===== src/rtl/pwm_duty_sequencer.sv =====
// Configuration controller for pwm_core: captures period/duty/step requests and
// applies them only at PWM period boundaries, immediately or as a per-period linear ramp.
module pwm_duty_sequencer #(
    parameter int WIDTH        = 16,
    parameter int RESET_PERIOD = 100
) (
    input  logic             clk,
    input  logic             reset_n,
    input  logic             cfg_valid,
    output logic             cfg_ready,
    input  logic [WIDTH-1:0] cfg_period,
    input  logic [WIDTH-1:0] cfg_duty,
    input  logic [WIDTH-1:0] cfg_step,
    output logic [WIDTH-1:0] period_out,
    output logic [WIDTH-1:0] duty_out,
    output logic             period_start,
    output logic             busy,
    output logic             done
);
    typedef enum logic [1:0] {IDLE, WAIT_EDGE, RAMP} state_t;

    state_t           state_q, state_d;
    logic [WIDTH-1:0] cnt_q, cnt_d;
    logic [WIDTH-1:0] period_q, period_d;
    logic [WIDTH-1:0] duty_q, duty_d;
    logic [WIDTH-1:0] sh_period_q, sh_period_d;
    logic [WIDTH-1:0] sh_target_q, sh_target_d;
    logic [WIDTH-1:0] sh_step_q, sh_step_d;
    logic             done_q, done_d;
    logic             boundary;
    logic             handshake;
    logic [WIDTH-1:0] start_val;
    logic [WIDTH-1:0] next_val;

    function automatic logic [WIDTH-1:0] min_f(input logic [WIDTH-1:0] a,
                                               input logic [WIDTH-1:0] b);
        return (a < b) ? a : b;
    endfunction

    // One ramp increment toward t; the sum carries an extra bit so it saturates at t instead of wrapping.
    function automatic logic [WIDTH-1:0] step_f(input logic [WIDTH-1:0] x,
                                                input logic [WIDTH-1:0] t,
                                                input logic [WIDTH-1:0] s);
        logic [WIDTH:0] sum;
        sum = {1'b0, x} + {1'b0, s};
        if (x < t) begin
            return (sum > {1'b0, t}) ? t : sum[WIDTH-1:0];
        end else if (x > t) begin
            return ((x - t) > s) ? (x - s) : t;
        end else begin
            return t;
        end
    endfunction

    assign boundary     = (period_q == '0) || (cnt_q == period_q - WIDTH'(1));
    assign cfg_ready    = (state_q == IDLE);
    assign busy         = (state_q != IDLE);
    assign handshake    = cfg_valid && cfg_ready;
    assign period_start = (cnt_q == '0);
    assign period_out   = period_q;
    assign duty_out     = duty_q;
    assign done         = done_q;
    assign start_val    = min_f(duty_q, sh_period_q);

    always_comb begin
        state_d     = state_q;
        cnt_d       = boundary ? '0 : cnt_q + WIDTH'(1);
        period_d    = period_q;
        duty_d      = duty_q;
        sh_period_d = sh_period_q;
        sh_target_d = sh_target_q;
        sh_step_d   = sh_step_q;
        done_d      = 1'b0;
        next_val    = '0;
        case (state_q)
            IDLE: begin
                if (handshake) begin
                    sh_period_d = cfg_period;
                    sh_target_d = min_f(cfg_duty, cfg_period);
                    sh_step_d   = cfg_step;
                    state_d     = WAIT_EDGE;
                end
            end
            WAIT_EDGE: begin
                if (boundary) begin
                    period_d = sh_period_q;
                    if ((sh_step_q == '0) || (start_val == sh_target_q)) begin
                        next_val = sh_target_q;
                    end else begin
                        next_val = step_f(start_val, sh_target_q, sh_step_q);
                    end
                    duty_d = next_val;
                    if (next_val == sh_target_q) begin
                        done_d  = 1'b1;
                        state_d = IDLE;
                    end else begin
                        state_d = RAMP;
                    end
                end
            end
            RAMP: begin
                if (boundary) begin
                    next_val = step_f(duty_q, sh_target_q, sh_step_q);
                    duty_d   = next_val;
                    if (next_val == sh_target_q) begin
                        done_d  = 1'b1;
                        state_d = IDLE;
                    end
                end
            end
            default: state_d = IDLE;
        endcase
    end

    always_ff @(posedge clk or posedge reset_n) begin
        if (reset_n) begin
            state_q  <= IDLE;
            cnt_q    <= '0;
            period_q <= WIDTH'(RESET_PERIOD);
            duty_q   <= '0;
            done_q   <= 1'b0;
        end else begin
            state_q  <= state_d;
            cnt_q    <= cnt_d;
            period_q <= period_d;
            duty_q   <= duty_d;
            done_q   <= done_d;
        end
    end

    // Shadows are only consulted outside IDLE, so reset leaves them alone.
    always_ff @(posedge clk) begin
        sh_period_q <= sh_period_d;
        sh_target_q <= sh_target_d;
        sh_step_q   <= sh_step_d;
    end
endmodule


===== config.mk =====
export PLATFORM = sky130hd
export DESIGN_NAME = pwm_duty_sequencer
export DESIGN_NICKNAME = d
export VERILOG_FILES = /design/src/rtl/pwm_duty_sequencer.sv
export SDC_FILE = /design/constraint.sdc
export NUM_CORES = 1
export LEC_CHECK = 0
export CAP_MARGIN = 20
export CORE_MARGIN = 2
export CORE_UTILIZATION = 42
export DETAILED_ROUTE_END_ITERATION = 7
export GPL_ROUTABILITY_DRIVEN = 0
export GPL_TIMING_DRIVEN = 0
export PLACE_DENSITY = 0.67
export SYNTH_ARGS = -nofsm -noshare
export SYNTH_HDL_FRONTEND = slang
export SYNTH_SLANG_ARGS = --single-unit

===== constraint.sdc =====
create_clock -name clk -period 10.5 [get_ports clk]
set_input_delay 2.1 -clock clk [delete_from_list [all_inputs] [get_ports clk]]
set_output_delay 2.1 -clock clk [all_outputs]
set_load 0.01 [all_outputs]

After elaboration in Yosys (flattened, before gate mapping)
Index checks and enable logic that the tools add are counted.

cells by class
  add/sub/neg operators = 8
  $lt $le $gt $ge = 10
  equal/unequal tests = 10
  mux-type cells = 30
  reductions and logical operators = 13

operators by type and width
  kind                     number
  $mux W16                 18
  $eq A16 B16 Y1           4
  $gt A16 B16 Y1           4
  $lt A16 B16 Y1           4
  $sub A16 B16 Y16         4
  $logic_not A16 Y1        3
  $add A16 B16 Y17         2
  $gt A17 B16 Y1           2
  $pmux W16 S2             1
  $add A16 B1 Y16 const B  1
  $sub A16 B1 Y16 const B  1
  $mux W2                  5
  $ne A2 B2 Y1 const B     3
  $pmux W2 S3              1
  $mux W1                  4
  $reduce_and A2 Y1        2
  $reduce_and A4 Y1        1
  $reduce_bool A2 Y1       2
  $reduce_and A3 Y1        1
  $eq A2 B1 Y1 const B     1
  $eq A2 B2 Y1 const B     1
  $logic_not A2 Y1         1
  $logic_or A1 B1 Y1       2
  $ne A2 B1 Y1 const B     1
  2 further kinds          2

word-level totals
  register bits after elaboration = 99
  input port bits = 51
  output and inout bits = 36
  word-level logic and storage cells = 79

Longest topological paths before layout
  word-level depth = 14
  depth in mapped cells = 38
  gate-level depth less buffers = 36

Worst setup path after synthesis
OpenSTA, ideal clock, no wires.

  path type = reg-to-reg
  start point = register duty_q[1], in the netlist duty_out[1]
  end point = register state_q[1]
  arrival = 7.527 ns
  required time = 10.370 ns
  slack = 2.843 ns
  cell stages (with the launch flop) = 36
  buffers on the path = 1
  path through = dfrtp_1 ha_1 a21o_1 a21o_1 a21o_1 a21o_1 a21o_1 a21o_1 a21oi_1 o31ai_1 a21oi_2 buf_2 mux2_2 ha_1 nor2b_1 o21ai_0 a21boi_0 o21ai_0 a21boi_0 o21ai_0 a21oi_1 o41ai_1 o311ai_0 mux2i_1 nand2_1 ha_1 nand4_1 or4_1 nand2_1 a31o_2 a21oi_1 a32o_1 a2111oi_0 nand3_1 o31ai_1 mux2i_1

between the ends
  longest elaborated chain between the ends = 14

RTL lines
  element                   line  RTL
  start: declaration        25    logic [WIDTH-1:0] duty_q, duty_d;
  start signal: assignment  126   duty_q <= duty_d;
  $lt A16 B16 Y1            37    return (a < b) ? a : b;
  $mux W16                  37
  $sub A16 B16 Y16          49    return ((x - t) > s) ? (x - s) : t;
  $gt A16 B16 Y1            49
  $mux W16                  49
  $mux W16                  48    end else if (x > t) begin
  $mux W16                  46    if (x < t) begin
  $mux W16                  87    if ((sh_step_q == '0) || (start_val == sh_target_q)) begin
  $mux W16                  85    if (boundary) begin
  $mux W16                  75    case (state_q)
  $eq A16 B16 Y1            93    if (next_val == sh_target_q) begin
  $mux W2                   93
  $mux W2                   85
  $pmux W2 S3               75
  end signal: assignment    123   state_q <= state_d;
  end: declaration          22    state_t state_q, state_d;

Several ways; a longest one is shown, not always the timed one. The select of a mux whose other input is x is not followed.
A chain may end at the register's enable or synchronous reset.

Final worst setup path
  start point = register sh_period_q[1]
  end point = register done_q, in the netlist done

between the ends
  longest elaborated chain between the ends = 14

RTL lines
  element                   line  RTL
  start: declaration        26    logic [WIDTH-1:0] sh_period_q, sh_period_d;
  start signal: assignment  133   sh_period_q <= sh_period_d;
  $lt A16 B16 Y1            37
  $mux W16 *                37
  $sub A16 B16 Y16          49
  $gt A16 B16 Y1            49
  $mux W16                  49
  $mux W16                  48
  $mux W16                  46
  $mux W16 *                87
  $mux W16 *                85
  $mux W16 *                75
  $eq A16 B16 Y1 *          93
  $mux W1 *                 93
  $mux W1 *                 85
  $pmux W1 S2 *             75
  named net done_d          29    logic done_q, done_d;
  end signal: assignment    127   done_q <= done_d;
  end: declaration          29

Mark *: on every way through the listed nets, which the timed path passes. The rest lies on a longest branch. The select of a mux whose other input is x is not followed.

==> results.md <==
- The worst-case setup slack after placement is roughly 200 ps.
- The initial antenna violation count is 0.
- The basic-gate share of the synthesized area counting and, or, nand and nor cells is between 10% and 20%.
- For this run, the detailed router's first-pass iteration total came to 6.
- The data arrival time of the critical path is between 10000 and 15000 ps.
- The commonest cells after synthesis are 194 x sky130_fd_sc_hd__ha_1, 143 x sky130_fd_sc_hd__nor2_1, 126 x sky130_fd_sc_hd__nand2_1.
- The horizontal die dimension is 185 µm.
- Across the routed clock network, the largest skew measured is roughly 11 ps.
- In this run the worst hold path is classified as register to register.
- The clock latency reported for the late side of the worst-skew pair is 380 ps.
- Counting I/O delays and the setup requirement, the final critical path takes 9830 ps.
- The area growth from synthesis to final layout is 12.9%.
- The total half-perimeter wirelength after legalization and detailed placement is 39900 µm.
- The detailed router's first-iteration violation count is between 1000 and 1500.
- The clock tree from TritonCTS is yes.
- After technology mapping, the gate count stands at 1704.
- The final hold violation count is 0.
- The actual transition at the worst max-transition pin is slightly above 1000 ps.
- The share of synthesized cell area in full adder, half adder and majority cells is 18.5%.
- The most numerous cell on the critical path is sky130_fd_sc_hd__a21o_1.
- The count of clock tree sinks is 99.
- The post-CTS resize count is 0.
- In this run the number of H-tree levels came out at 3.
- The biggest area consumer among synthesized cells is sky130_fd_sc_hd__ha_1.
- The type of the worst setup path is register to register.
- Summing the sequential cell areas from Yosys gives 19.7% of the chip area.
- The critical path endpoint category is a register.
- For this block, the via count after detailed routing is 14079.
- Hold repair after CTS inserted 0 buffers.
- Summing every instance area after synthesis gives 13800 µm².
- The proportion of register bits with asynchronous set or reset after synthesis is between 50% and 60%.
- The count of different cell masters after synthesis is 92.
- The synthesis-stage register bit count is 99.
- The largest single stage delay on the critical path is 520 ps.
- Once the clock tree was built, the setup fixing pass inserted 0 buffers.
- Summed over all layers, the global routing overflow is 0.
- The flow ran to the end, and the final reports show no timing, DRC or antenna violations.
- Measured along the y axis, the die boundary spans 185 µm.
- The number of pins with negative max-slew slack in the final report came to 0.
- The most frequent cell after synthesis is sky130_fd_sc_hd__ha_1.
- The fmax is about 100 MHz.
- The post-route setup TNS is 0 ps.
- The normalized max-slew margin is 31.3%.
- The area inside the core boundary is around 32000 µm².
- The number of enable flip-flop cells after synthesis is 48.
- Dividing the detail-routed wire length by the instance count gives 21.7 µm.
- STA classifies the critical path startpoint as a register.
- In the post-route analysis, the smallest setup slack over all paths is 675 ps.
- In this run the clock root is driven by a sky130_fd_sc_hd__clkbuf_16.
- The first global-routing pass estimated 74800 µm of wire.
- The multiplexer share of the synthesized area is 4.28%.
- The number of I/O port buffers is 86.
- The synthesized netlist net count is 1955.
- In this run the most critical hold path is launched from period_out[5].
- The post-layout net count is 2055.
- Setup repair after global routing left no endpoint under its margin.
- The area share of the largest cell type after synthesis is approximately 18%.
- The count of standard-cell rows is 66.
- The initial cell density of the core is 42.5%.
- Using the TritonRoute via totals, the vias-per-cell ratio works out to ~6.3.
- The top flip-flop cell by instance count after synthesis is sky130_fd_sc_hd__edfxtp_1.
- The largest family of logic cells by synthesized area is compound AO/OA/AOI/OAI gates.
- During synthesis, Yosys emitted a total of 0 warnings.
- Counting the buffers created by CTS gives 9.
- After detailed routing, the number of remaining DRC violations is 0.
- Of all nets on the critical path, the largest fanout is 10.
- Max-cap violations in this run came to 0.
- The required time of the critical path is 10810 ps.
- The number of antenna cells inserted is 0.
- The number of ports placed on the die boundary is 87.
- The total setup violations reported at the end of the flow is 0.
- The number of buffers between clock root and the deepest sink is 2.
- In the finished design, the share of the clock period the worst path needs comes to 93.6%.
- The startpoint of the lowest-slack register-to-register path is sh_period_q[1].
- Cells with a size suffix above 1 make up 6.47% of the layout.
- The via count of the first global-routing pass is 13483.
- The sum of routed wire length over all layers is 48900 µm.
- The average cell area after synthesis is 8.10 µm².
- After clock tree synthesis, the clock-pin slew on the worst setup and hold paths is 80 ps.
- The maximum number of pins on one net before global-route repair is 31.
- Final hold analysis gives a worst-case slack of 526 ps.
- In the post-synthesis netlist, the biggest area contributors are sky130_fd_sc_hd__ha_1 18%, sky130_fd_sc_hd__edfxtp_1 10%, sky130_fd_sc_hd__dfrtp_1 8.7%.
- The worst setup path startpoint is sh_period_q[1].
- Global routing used 28.6% of the available tracks.
- The full die area is 34300 µm².
- For this design, the slowest cell found on the critical path is sky130_fd_sc_hd__nor4_1.
- The count of nets left with antenna violations once routing finished came out at 0.
- Summing the areas of all compound-gate instances in the mapped netlist gives approximately a quarter of the synthesized area.
- The parity-gate share of the synthesized area counting xor and xnor cells is 7.94%.
==> cell usage in the layout, fill, tap and decap left out, types with 14 or more instances in the layout <==
master,synthesis,layout
sky130_fd_sc_hd__o21ai_0,97,97
sky130_fd_sc_hd__edfxtp_1,48,48
sky130_fd_sc_hd__o221ai_1,14,14
sky130_fd_sc_hd__a211oi_1,21,21
sky130_fd_sc_hd__inv_1,117,116
sky130_fd_sc_hd__xnor2_1,87,87
sky130_fd_sc_hd__nor4_1,24,24
sky130_fd_sc_hd__nor3_1,49,49
sky130_fd_sc_hd__nand2_1,126,126
sky130_fd_sc_hd__o21a_1,17,17
sky130_fd_sc_hd__nor2_1,143,143
sky130_fd_sc_hd__ha_1,194,194
sky130_fd_sc_hd__a21oi_1,119,119
sky130_fd_sc_hd__o211ai_1,19,19
sky130_fd_sc_hd__dfrtp_1,48,47
sky130_fd_sc_hd__xor2_1,38,38
sky130_fd_sc_hd__mux2_2,39,39
sky130_fd_sc_hd__clkbuf_1,50,50
sky130_fd_sc_hd__a21o_1,43,43
sky130_fd_sc_hd__nand2b_1,18,18
sky130_fd_sc_hd__o22ai_1,22,22
sky130_fd_sc_hd__nand4_1,30,30
sky130_fd_sc_hd__a221oi_1,15,15
sky130_fd_sc_hd__mux2i_1,14,14
sky130_fd_sc_hd__clkdlybuf4s50_1,0,86
sky130_fd_sc_hd__nand3_1,36,36
sky130_fd_sc_hd__o31ai_1,17,16
sky130_fd_sc_hd__nor2b_1,28,28
==> critical path, delay by kind of cell, from the launching register on <==
kind	cells	cell delay, ps
compound gates	22	5070
simple gates	7	1720
buf+inv	3	930
fa+ha+maj	3	870
mux	2	680
flops	1	470
==> final timing paths <==
kind                                   to  slack, ps  cells after the start
max                                  done        670                     37
min                         period_out[5]        530                      2
max reg2reg                          done        670                     37
min reg2reg                 period_out[5]        530                      2
max in group asynchronous  period_out[12]       7830                      3
min in group asynchronous        cnt_q[3]       2110                      2
==> per-layer routing <==
metal  global-route usage, %  wire length [µm]  vias up
met4                    16.9              3120        0
li1                        -                 -     6541
met2                    46.0             21700      739
met1                    35.7             19700     6616
met5                       0                 0        -
met3                    5.45              4360      183
==> state kept, by name, summed over array words and instances, names as in the netlist <==
register     flops
cnt_q           16
duty_out        16
period_out      16
sh_period_q     16
sh_step_q       16
sh_target_q     16
state_q          2
done             1
==> final cells by class <==
class | count | area, µm²
Clock buffer | 13 | 282
Timing Repair Buffer | 89 | 908
Clock inverter | 3 | 26.3
Fill cell | 3138 | 16900
Sequential cell | 99 | 2720
Inverter | 123 | 462
Multi-Input combinational cell | 1414 | 10300
Buffer | 68 | 304
Tap cell | 442 | 553
==> through the flow <==
step           area [µm²]  std cells  utilization (%)
2_1_floorplan       13800       1704                -
3_5_place_dp        15300       2234             47.0
3_3_place_gp        15200       2232             46.9
5_1_grt             15600       2251             48.0
6_report            15600       2251             48.0
4_1_cts             15600       2250             48.0
==> cells by family (layout without fill, tap and decap cells) <==
kind of cell               after synthesis  count (layout)
buffers and inverters                  191             296
adders and majority gates              200             200
AOI/OAI and AO/OA                      515             515
xor gates and xnor gates               125             125
and+or+nand+nor                        520             520
muxes                                   54              54
DFF                                     99              99
Power is not shown: default switching activity piles up to over one toggle a cycle in this logic, so the estimate is an artifact.
